--- src/rtl/rv32_fetch_align_decoder.sv ---
// rtl/rv32_fetch_align_decoder.sv - fetch-word realigner, rv32 decoder and output queue
// Splits 32-bit fetch words into 16/32-bit instructions and queues decoded results.
package rv32_fetch_align_pkg;
   typedef struct packed {
      logic        invalid;
      logic        reg_write;
      logic        use_imm;
      logic        is_branch;
      logic        is_jal;
      logic        is_jalr;
      logic        is_lui;
      logic        is_auipc;
      logic [3:0]  alu_op;
      logic [4:0]  rd;
      logic [4:0]  rs1;
      logic [4:0]  rs2;
      logic [31:0] imm;
   } decoded_instr_t;

   localparam decoded_instr_t NOP_CTRL = '0;
endpackage

module rv32_fetch_align_decoder
   import rv32_fetch_align_pkg::*;
#(
   parameter int ENABLE_C   = 1,
   parameter int FIFO_DEPTH = 4
) (
   input  logic           clk,
   input  logic           resetn,
   input  logic           flush,
   input  logic           fetch_valid,
   output logic           fetch_ready,
   input  logic [31:0]    fetch_word,
   input  logic [31:0]    fetch_pc,
   output logic           dec_valid,
   input  logic           dec_ready,
   output logic [31:0]    dec_instr,
   output logic [31:0]    dec_pc,
   output logic           dec_compressed,
   output decoded_instr_t dec_decoded
);
   localparam int PTR_W = (FIFO_DEPTH > 1) ? $clog2(FIFO_DEPTH) : 1;
   localparam int CNT_W = PTR_W + 1;

   typedef struct packed {
      logic [31:0]    instr;
      logic [31:0]    pc;
      logic           compressed;
      decoded_instr_t decoded;
   } entry_t;

   function automatic decoded_instr_t decode32(input logic [31:0] i);
      decoded_instr_t d;
      logic [31:0] imm_i;
      d = NOP_CTRL;
      imm_i = {{20{i[31]}}, i[31:20]};
      case (i[6:0])
         7'b0110111: begin
            d.reg_write = 1'b1; d.use_imm = 1'b1; d.is_lui = 1'b1;
            d.rd = i[11:7]; d.imm = {i[31:12], 12'h000};
         end
         7'b0010111: begin
            d.reg_write = 1'b1; d.use_imm = 1'b1; d.is_auipc = 1'b1;
            d.rd = i[11:7]; d.imm = {i[31:12], 12'h000};
         end
         7'b1101111: begin
            d.reg_write = 1'b1; d.is_jal = 1'b1; d.rd = i[11:7];
            d.imm = {{12{i[31]}}, i[19:12], i[20], i[30:21], 1'b0};
         end
         7'b1100111: begin
            d.reg_write = 1'b1; d.use_imm = 1'b1; d.is_jalr = 1'b1;
            d.rd = i[11:7]; d.rs1 = i[19:15]; d.imm = imm_i;
         end
         7'b1100011: begin
            d.is_branch = 1'b1; d.rs1 = i[19:15]; d.rs2 = i[24:20];
            d.alu_op = {1'b0, i[14:12]};
            d.imm = {{20{i[31]}}, i[7], i[30:25], i[11:8], 1'b0};
         end
         7'b0010011: begin
            d.reg_write = 1'b1; d.use_imm = 1'b1; d.rd = i[11:7]; d.rs1 = i[19:15];
            d.alu_op = {(i[14:12] == 3'b101) & i[30], i[14:12]}; d.imm = imm_i;
         end
         7'b0110011: begin
            d.reg_write = 1'b1; d.rd = i[11:7]; d.rs1 = i[19:15]; d.rs2 = i[24:20];
            d.alu_op = {i[30], i[14:12]};
         end
         default: d.invalid = 1'b1;
      endcase
      return d;
   endfunction

   entry_t           mem [FIFO_DEPTH];
   logic [PTR_W-1:0] wr_ptr, rd_ptr;
   logic [CNT_W-1:0] count;
   logic             hold_valid;
   logic [15:0]      hold_half;
   logic [31:0]      hold_pc;
   logic             accept, pop, a_valid, b_valid, hold_load, up_scan, lo_c, hi_c;
   logic             push_first, push_second;
   logic [1:0]       n_push;
   logic [15:0]      lo, hi;
   logic [31:0]      base_pc;
   entry_t           slot_a, slot_b, first;
   logic             unused_bits;

   assign unused_bits = fetch_pc[0];
   assign fetch_ready = (count <= CNT_W'(FIFO_DEPTH - 2)) & ~flush;
   assign accept      = fetch_valid & fetch_ready;
   assign dec_valid   = (count != '0);
   assign pop         = dec_valid & dec_ready;

   always_comb begin
      lo        = fetch_word[15:0];
      hi        = fetch_word[31:16];
      lo_c      = (lo[1:0] != 2'b11);
      hi_c      = (hi[1:0] != 2'b11);
      base_pc   = {fetch_pc[31:2], 2'b00};
      slot_a    = '0;
      slot_b    = '0;
      a_valid   = 1'b0;
      b_valid   = 1'b0;
      hold_load = 1'b0;
      up_scan   = 1'b0;
      if (ENABLE_C != 0) begin
         // The low slot is the held straddle, or the lower half unless we jumped to the upper one.
         a_valid = hold_valid | ~fetch_pc[1];
         if (hold_valid) begin
            slot_a.instr   = {lo, hold_half};
            slot_a.pc      = hold_pc;
            slot_a.decoded = decode32({lo, hold_half});
         end else if (lo_c) begin
            slot_a.instr      = {16'h0000, lo};
            slot_a.pc         = base_pc;
            slot_a.compressed = 1'b1;
            slot_a.decoded    = NOP_CTRL;
         end else begin
            slot_a.instr   = fetch_word;
            slot_a.pc      = base_pc;
            slot_a.decoded = decode32(fetch_word);
         end
         up_scan           = hold_valid | fetch_pc[1] | lo_c;
         b_valid           = up_scan & hi_c;
         hold_load         = up_scan & ~hi_c;
         slot_b.instr      = {16'h0000, hi};
         slot_b.pc         = {fetch_pc[31:2], 2'b10};
         slot_b.compressed = 1'b1;
         slot_b.decoded    = NOP_CTRL;
      end else begin
         a_valid        = 1'b1;
         slot_a.instr   = fetch_word;
         slot_a.pc      = base_pc;
         slot_a.decoded = decode32(fetch_word);
         if (lo_c | fetch_pc[1]) begin
            slot_a.decoded         = NOP_CTRL;
            slot_a.decoded.invalid = 1'b1;
         end
      end
   end

   assign first       = a_valid ? slot_a : slot_b;
   assign push_first  = accept & (a_valid | b_valid);
   assign push_second = accept & a_valid & b_valid;
   assign n_push      = {1'b0, push_first} + {1'b0, push_second};

   generate
      if (ENABLE_C != 0) begin : g_hold
         always_ff @(posedge clk or negedge resetn) begin
            if (!resetn) begin
               hold_valid <= 1'b0;
               hold_half  <= '0;
               hold_pc    <= '0;
            end else if (flush) begin
               hold_valid <= 1'b0;
            end else if (accept) begin
               hold_valid <= hold_load;
               if (hold_load) begin
                  hold_half <= hi;
                  hold_pc   <= {fetch_pc[31:2], 2'b10};
               end
            end
         end
      end else begin : g_no_hold
         assign hold_valid = 1'b0;
         assign hold_half  = '0;
         assign hold_pc    = '0;
      end
   endgenerate

   always_ff @(posedge clk or negedge resetn) begin
      if (!resetn) begin
         for (int k = 0; k < FIFO_DEPTH; k++) mem[k] <= '0;
         wr_ptr <= '0;
         rd_ptr <= '0;
         count  <= '0;
      end else if (flush) begin
         wr_ptr <= '0;
         rd_ptr <= '0;
         count  <= '0;
      end else begin
         if (push_first)  mem[wr_ptr] <= first;
         if (push_second) mem[wr_ptr + PTR_W'(1)] <= slot_b;
         wr_ptr <= wr_ptr + PTR_W'(n_push);
         rd_ptr <= rd_ptr + PTR_W'(pop);
         count  <= count + CNT_W'(n_push) - CNT_W'(pop);
      end
   end

   assign dec_instr      = mem[rd_ptr].instr;
   assign dec_pc         = mem[rd_ptr].pc;
   assign dec_compressed = mem[rd_ptr].compressed;
   assign dec_decoded    = mem[rd_ptr].decoded;
endmodule

--- config.mk ---
export PLATFORM = sky130hd
export DESIGN_NAME = rv32_fetch_align_decoder
export DESIGN_NICKNAME = d
export VERILOG_FILES = /design/src/rtl/rv32_fetch_align_decoder.sv
export SDC_FILE = /design/constraint.sdc
export NUM_CORES = 1
export LEC_CHECK = 0
export ABC_CLOCK_PERIOD_IN_PS = 3300
export BUFFER_PORTS_ARGS = -buffer_cell sky130_fd_sc_hd__clkbuf_2
export CAP_MARGIN = 20
export CORE_ASPECT_RATIO = 0.7
export CORE_MARGIN = 5
export CORE_UTILIZATION = 61
export CTS_CLUSTER_SIZE = 28
export DETAILED_ROUTE_END_ITERATION = 10
export PLACE_DENSITY_LB_ADDON = 0.05
export SYNTH_ARGS = -nofsm -noshare
export SYNTH_HDL_FRONTEND = slang
export SYNTH_SLANG_ARGS = --single-unit
--- constraint.sdc ---
create_clock -name clk -period 3.3 [get_ports clk]
set_input_delay 0 -clock clk [delete_from_list [all_inputs] [get_ports clk]]
set_output_delay 0 -clock clk [all_outputs]
set_load 0.01 [all_outputs]
After elaboration in Yosys (flattened, before gate mapping)
Index checks and enable logic that the tools add are counted.
Widths: inputs -> output; s select.
{"block": "word_totals", "output_inout_bits": 126, "wordCells": 189, "reg_bits": 551, "in_bits": 69}
{"block": "classes", "bitwise_logic": 20, "n_lt_le_gt_ge": 6, "n_mux": 50, "reduce_logical": 19, "n_eq_ne": 18, "add_sub_neg": 6}
{"cell": "$mux 496", "n": 3}
{"cell": "$bwmux 496", "n": 2}
{"cell": "$mux 124", "n": 5}
{"cell": "$demux 124 s2", "n": 2}
{"cell": "$pmux 32 s4", "n": 2}
{"cell": "$bmux 124 s2", "n": 1}
{"cell": "$mux 64", "n": 2}
{"cell": "$mux 59", "n": 2}
{"cell": "$eq 7x7->1 const B", "n": 6}
{"cell": "$mux 5", "n": 6}
{"cell": "$eq 7x5->1 const B", "n": 4}
{"cell": "$eq 7x6->1 const B", "n": 4}
{"cell": "$pmux 4 s3", "n": 2}
{"cell": "$mux 1", "n": 20}
{"cell": "$reduce_or 4->1", "n": 4}
{"cell": "$reduce_or 7->1", "n": 2}
{"cell": "$reduce_or 2->1", "n": 6}
{"cell": "$reduce_or 6->1", "n": 2}
{"cell": "$and 1x1->1", "n": 10}
{"cell": "$ge 3x3->1 const B", "n": 3}
{"cell": "$not 2->3", "n": 3}
{"cell": "$eq 3x3->1 const B", "n": 2}
{"cell": "$lt 3x1->1 const B", "n": 2}
{"cell": "$mux 2", "n": 2}
{"cell": "other kinds (15)", "n": 22}

Logic depth before layout (Yosys ltp)
{"block": "logic_depth", "word_depth": 11, "ltp_mapped": 16}

Worst setup path before layout
Ideal clock, no wire load.
{"block": "synth_path", "kind": "reg-to-reg", "from": "reg count[1]", "to": "reg count[2]", "t_arrival_ns": 2.785, "required_time_ns": 3.181, "slack_ns": 0.397, "path_buffers": 1, "setup_ns": 0.119, "stages_incl_launch_ff": 16, "path_cell_list": "dfrtp_1 a211o_4 clkinv_2 nand3_4 buf_4 nor2_1 ha_1 inv_1 ha_1 inv_1 ha_1 inv_1 fa_1 xnor2_1 xnor2_1 nor2_1"}
{"block": "synth_via", "elab_chain_cells": 9, "elab_cells_between_ends": 12}
{"element": "start: declaration", "line": "95", "source": "logic [CNT_W-1:0] count;"}
{"element": "start signal: assignment", "line": "205", "source": "count <= count + CNT_W'(n_push) - CNT_W'(pop);"}
{"element": "$le 3x2->1 (*)", "line": "108", "source": "assign fetch_ready = (count <= CNT_W'(FIFO_DEPTH - 2)) & ~flush;"}
{"element": "$and 1x1->1 (*)", "line": "108"}
{"element": "named net fetch_ready", "line": "33", "source": "output logic fetch_ready,"}
{"element": "$and 1x1->1 (*)", "line": "109", "source": "assign accept = fetch_valid & fetch_ready;"}
{"element": "$and 1x1->1 (2 in series)", "line": "163", "source": "assign push_second = accept & a_valid & b_valid;"}
{"element": "$add 1x1->2 (*)", "line": "164", "source": "assign n_push = {1'b0, push_first} + {1'b0, push_second};"}
{"element": "$add 3x2->3 (*)", "line": "205"}
{"element": "$sub 3x1->3 (*)", "line": "205"}
{"element": "$mux 3 (*)", "line": "196", "source": "end else if (flush) begin"}
The timed path passes the listed nets; every way through them passes the cells marked *.
A chain may end at the register's enable or synchronous reset.

Worst setup path after layout
{"block": "layout_path", "from": "reg count[1]", "to": "reg count[2]"}
{"block": "layout_via", "elab_chain_cells": 9, "elab_cells_between_ends": 12}
{"element": "$le 3x2->1", "line": "108"}
{"element": "$and 1x1->1", "line": "108"}
{"element": "$and 1x1->1", "line": "109"}
{"element": "$and 1x1->1 (2 in series)", "line": "163"}
{"element": "$add 1x1->2", "line": "164"}
{"element": "$add 3x2->3", "line": "205"}
{"element": "$sub 3x1->3 (*)", "line": "205"}
{"element": "$mux 3 (*)", "line": "196"}
Every way passes the cells marked *; elsewhere a longest branch is shown, timed or not.

==> reports/qor.yml <==
cells_and_area:
  layout.cells.most_common_list: "sky130_fd_sc_hd__dfrtp_1 (548), sky130_fd_sc_hd__nand2_1 (229), sky130_fd_sc_hd__o22ai_1 (201)"
  finish.net_count: 2544
  post_layout_nonfiller_instances: 3093
  drive_gt1_share_pct: 24.1
  most_frequent_standard_cell_in_the_layout_excluding_fill_and_tap_cells: "sky130_fd_sc_hd__dfrtp_1"
  finalCoreUtilization_pct: 71.2
  syn2layout_area_growth_pct: 14.4
pwr:
  power_leakage_nw: 13.2
  power.ir.vdd_worst_mv: 0.766
  clock_share_of_power_pct: 26.7
  cell_internal_pwr_mw: 14.7
  combinationalPowerShare_pct: 29.7
  power.density_nw_per_um2: 725
  swShare_pct: 33.0
  power.switching_mw: 7.27
  seq_power_share_pct: 43.6
drt:
  remaining_routing_drc_violations: 0
  route.vias.total: 22000
  first_pass_iteration_count_of_the_detailed_router: 6
  viasPerCell: 7.12
  finalWirelength_mm: 88.5
  drt_iter0_drc: 2977
  ant_nets: 0
  routedWlPerCell_um: 28.6
setup_path:
  critPathCaptureType: "flip-flop"
  highest_fanout_seen_on_the_critical_path: 8
  critPathLaunchType: "flip-flop"
  worst-endpoint-arrival_ns: 3.42
  crit_required_ns: 3.76
  criticalPathCategory: "flip-flop to flip-flop"
logic_synthesis:
  synth_cell_types: 86
  synth.top_cell.area_share_pct: 52.0
  total_nets_after_synthesis: 2385
  synth.ff_latch_count: 551
  synth_top_cells_by_area: "sky130_fd_sc_hd__dfrtp_1 (52%), sky130_fd_sc_hd__mux4_2 (11%), sky130_fd_sc_hd__o22ai_1 (4.7%)"
  dominant_synthesized_flop_cell: "sky130_fd_sc_hd__dfrtp_1"
  ys_seq_area_share_pct: 52.0
  ys_warn_count: 0
  netlist_instances: 2309
  average_size_of_a_mapped_cell_um2: 11.5
  yosysTopAreaCell: "sky130_fd_sc_hd__dfrtp_1"
  synth-edff-count: 0
  synth_area_um2: 26500
  async_reset_ff_share_pct: 100
floorplanning:
  die_height_um: 185
  initial_core_util_pct: 62.2
  boundaryPins: 195
  floorplan.rows: 63
  die_area_um2: 47800
  core_um2: 42600
  die_width_um: 259
place:
  dp_hpwl_mm: 56.1
  portBuffers: 193
  place.detailed.instances: 2952
  place.gp.congestion: 1.02
timing:
  finalMaxSlewViolations: 0
  tightest_slew_ns: 0.844
  max-slew-margin-rel_pct: 43.8
  timing.fmax_ghz: 0.338
  unrepaired_setup_endpoints_after_global_routing: "no"
  hold_slack_ns: 0.0535
  period_minus_slack_ns: 2.96
  timing.clock.skew_ns: 0.00864
  finalHoldViolCount: 0
  final.setup.tns_ns: 0
  setup-violations-final: 0
  final_min_period_over_clock_period_pct: 89.7
clocking:
  ctsRootBufferMaster: "sky130_fd_sc_hd__clkbuf_16"
  post_cts_hold_buffer_count: 48
  clk_latency_worst_skew_pair_ns: 0.58
  post_cts_buffers: 0
  ctsResizeCount: 0
  ctsLongestPathBuffers: 3
  clkSlewWorstSetupHoldPaths_ns: 0.07
  cts_sinks: 551
  tritoncts.num_buffers: 51
  clock_tree.htree_level_count: 2
  cts_tree: "done"
global_route:
  grt-ovfl-total: 0
  grt_antenna_before_repair: 3
  first_global_vias: 22300
  grt_usage_pct: 37.1
  first_pass_grt_wire_length_mm: 137
  grt_start_max_net_pins: 107
run_status:
  run_status: "finished, final reports clean"
hold_path:
  hold_class: "input port to flip-flop"
job:
  drv.max_cap_violation_count: 0
## synth_stat cells, types with 29 or more instances
master / instances
sky130_fd_sc_hd__nand2_1: 230
sky130_fd_sc_hd__clkbuf_1: 127
sky130_fd_sc_hd__mux4_2: 124
sky130_fd_sc_hd__a21o_1: 39
sky130_fd_sc_hd__buf_2: 61
sky130_fd_sc_hd__dfrtp_1: 551
sky130_fd_sc_hd__a21oi_1: 165
sky130_fd_sc_hd__a22oi_1: 93
sky130_fd_sc_hd__a221o_1: 29
sky130_fd_sc_hd__nor2b_1: 34
sky130_fd_sc_hd__a22o_1: 82
sky130_fd_sc_hd__o22ai_1: 201
sky130_fd_sc_hd__nor2_1: 48
sky130_fd_sc_hd__inv_1: 47
sky130_fd_sc_hd__o21ai_0: 161
sky130_fd_sc_hd__o221a_2: 60
## worst max-delay path: stages, from the launching register on
cell and delay [ns]:
sky130_fd_sc_hd__dfrtp_1 0.40, sky130_fd_sc_hd__a211o_4 0.39, sky130_fd_sc_hd__clkinv_2 0.13, sky130_fd_sc_hd__nand2_1 0.12, sky130_fd_sc_hd__nor2_1 0.16, sky130_fd_sc_hd__ha_1 0.26, sky130_fd_sc_hd__inv_1 0.07, sky130_fd_sc_hd__ha_1 0.22
sky130_fd_sc_hd__inv_1 0.06, sky130_fd_sc_hd__ha_1 0.13, sky130_fd_sc_hd__inv_1 0.05, sky130_fd_sc_hd__fa_1 0.44, sky130_fd_sc_hd__xnor2_1 0.20, sky130_fd_sc_hd__xnor2_1 0.15, sky130_fd_sc_hd__nor2_1 0.05
## logic make-up (layout without fill, tap and decap cells)
family | Yosys count | count (layout) | synth area share [%]
buffers and inverters | 281 | 478 | 4.75
xor gates and xnor gates | 6 | 6 | 0.198
and+or+nand+nor | 410 | 410 | 7.47
muxes | 154 | 154 | 11.7
AOI/OAI and AO/OA | 900 | 900 | 23.6
DFF | 551 | 551 | 52.0
adders and majority gates | 7 | 7 | 0.358
other | 0 | 2 | 0
## worst paths after layout
check / start / to / slack [ns] / cells after the start
worst max-delay path: count[1]$_DFF_PN0_ / count[2]$_DFF_PN0_ / 0.34 / 14
max in group asynchronous: resetn / mem[460]$_DFFE_PN0N_ / 2.12 / 3
worst max register to register: count[1]$_DFF_PN0_ / count[2]$_DFF_PN0_ / 0.34 / 14
worst min register to register: mem[56]$_DFFE_PN0N_ / mem[56]$_DFFE_PN0N_ / 0.48 / 2
worst min-delay path: fetch_word[20] / hold_half[4]$_DFFE_PN0P_ / 0.05 / 2
min in group asynchronous: resetn / mem[115]$_DFFE_PN0N_ / 0.06 / 2
## final cells by class
cell class	instances	area, um2
clock inverters	13	123
repair buffers	339	2480
multi-input cells	1477	11500
inverters	48	181
fillers	3019	12300
flip-flops and latches	551	13800
clock buffers	78	1510
diodes	2	5.00
well taps	585	732
## flip-flops by register name (all words and copies together), names as in the netlist
signal,flops
count,3
hold_half,16
hold_pc,31
hold_valid,1
mem,496
rd_ptr,2
wr_ptr,2
## through the flow
step	total power, mW	setup WS (ns)	instance area (um2)
3_3_place_gp	15.8	0.380	28200
6_report	22.0	0.340	30400
4_1_cts	22.0	0.341	30400
5_1_grt	23.0	0.190	30400
3_5_place_dp	16.1	0.403	28200
2_1_floorplan	13.6	0.397	26500
## per-layer routing
| layer | track usage (%) | up-vias | part of all wire [%] |
|---|---|---|---|
| met5 | 0 | - | 0.015 |
| met4 | 11.3 | 2 | 3.1 |
| met3 | 9.71 | 239 | 13 |
| met2 | 54.3 | 1529 | 44 |
| met1 | 55.5 | 11100 | 40 |
| li1 | - | 9129 | - |
## power groups by stage
stage                     registers [mW]  logic (mW)  clock network, mW
after floorplan                     9.11        4.54                  0
after global placement              9.52        6.26                  0
after detailed placement            9.62        6.43                  0
after CTS                           9.54        6.52               5.92
after global routing                9.75        7.06               6.23
final                               9.59        6.54               5.88
Power figures use the tool's default switching activity.
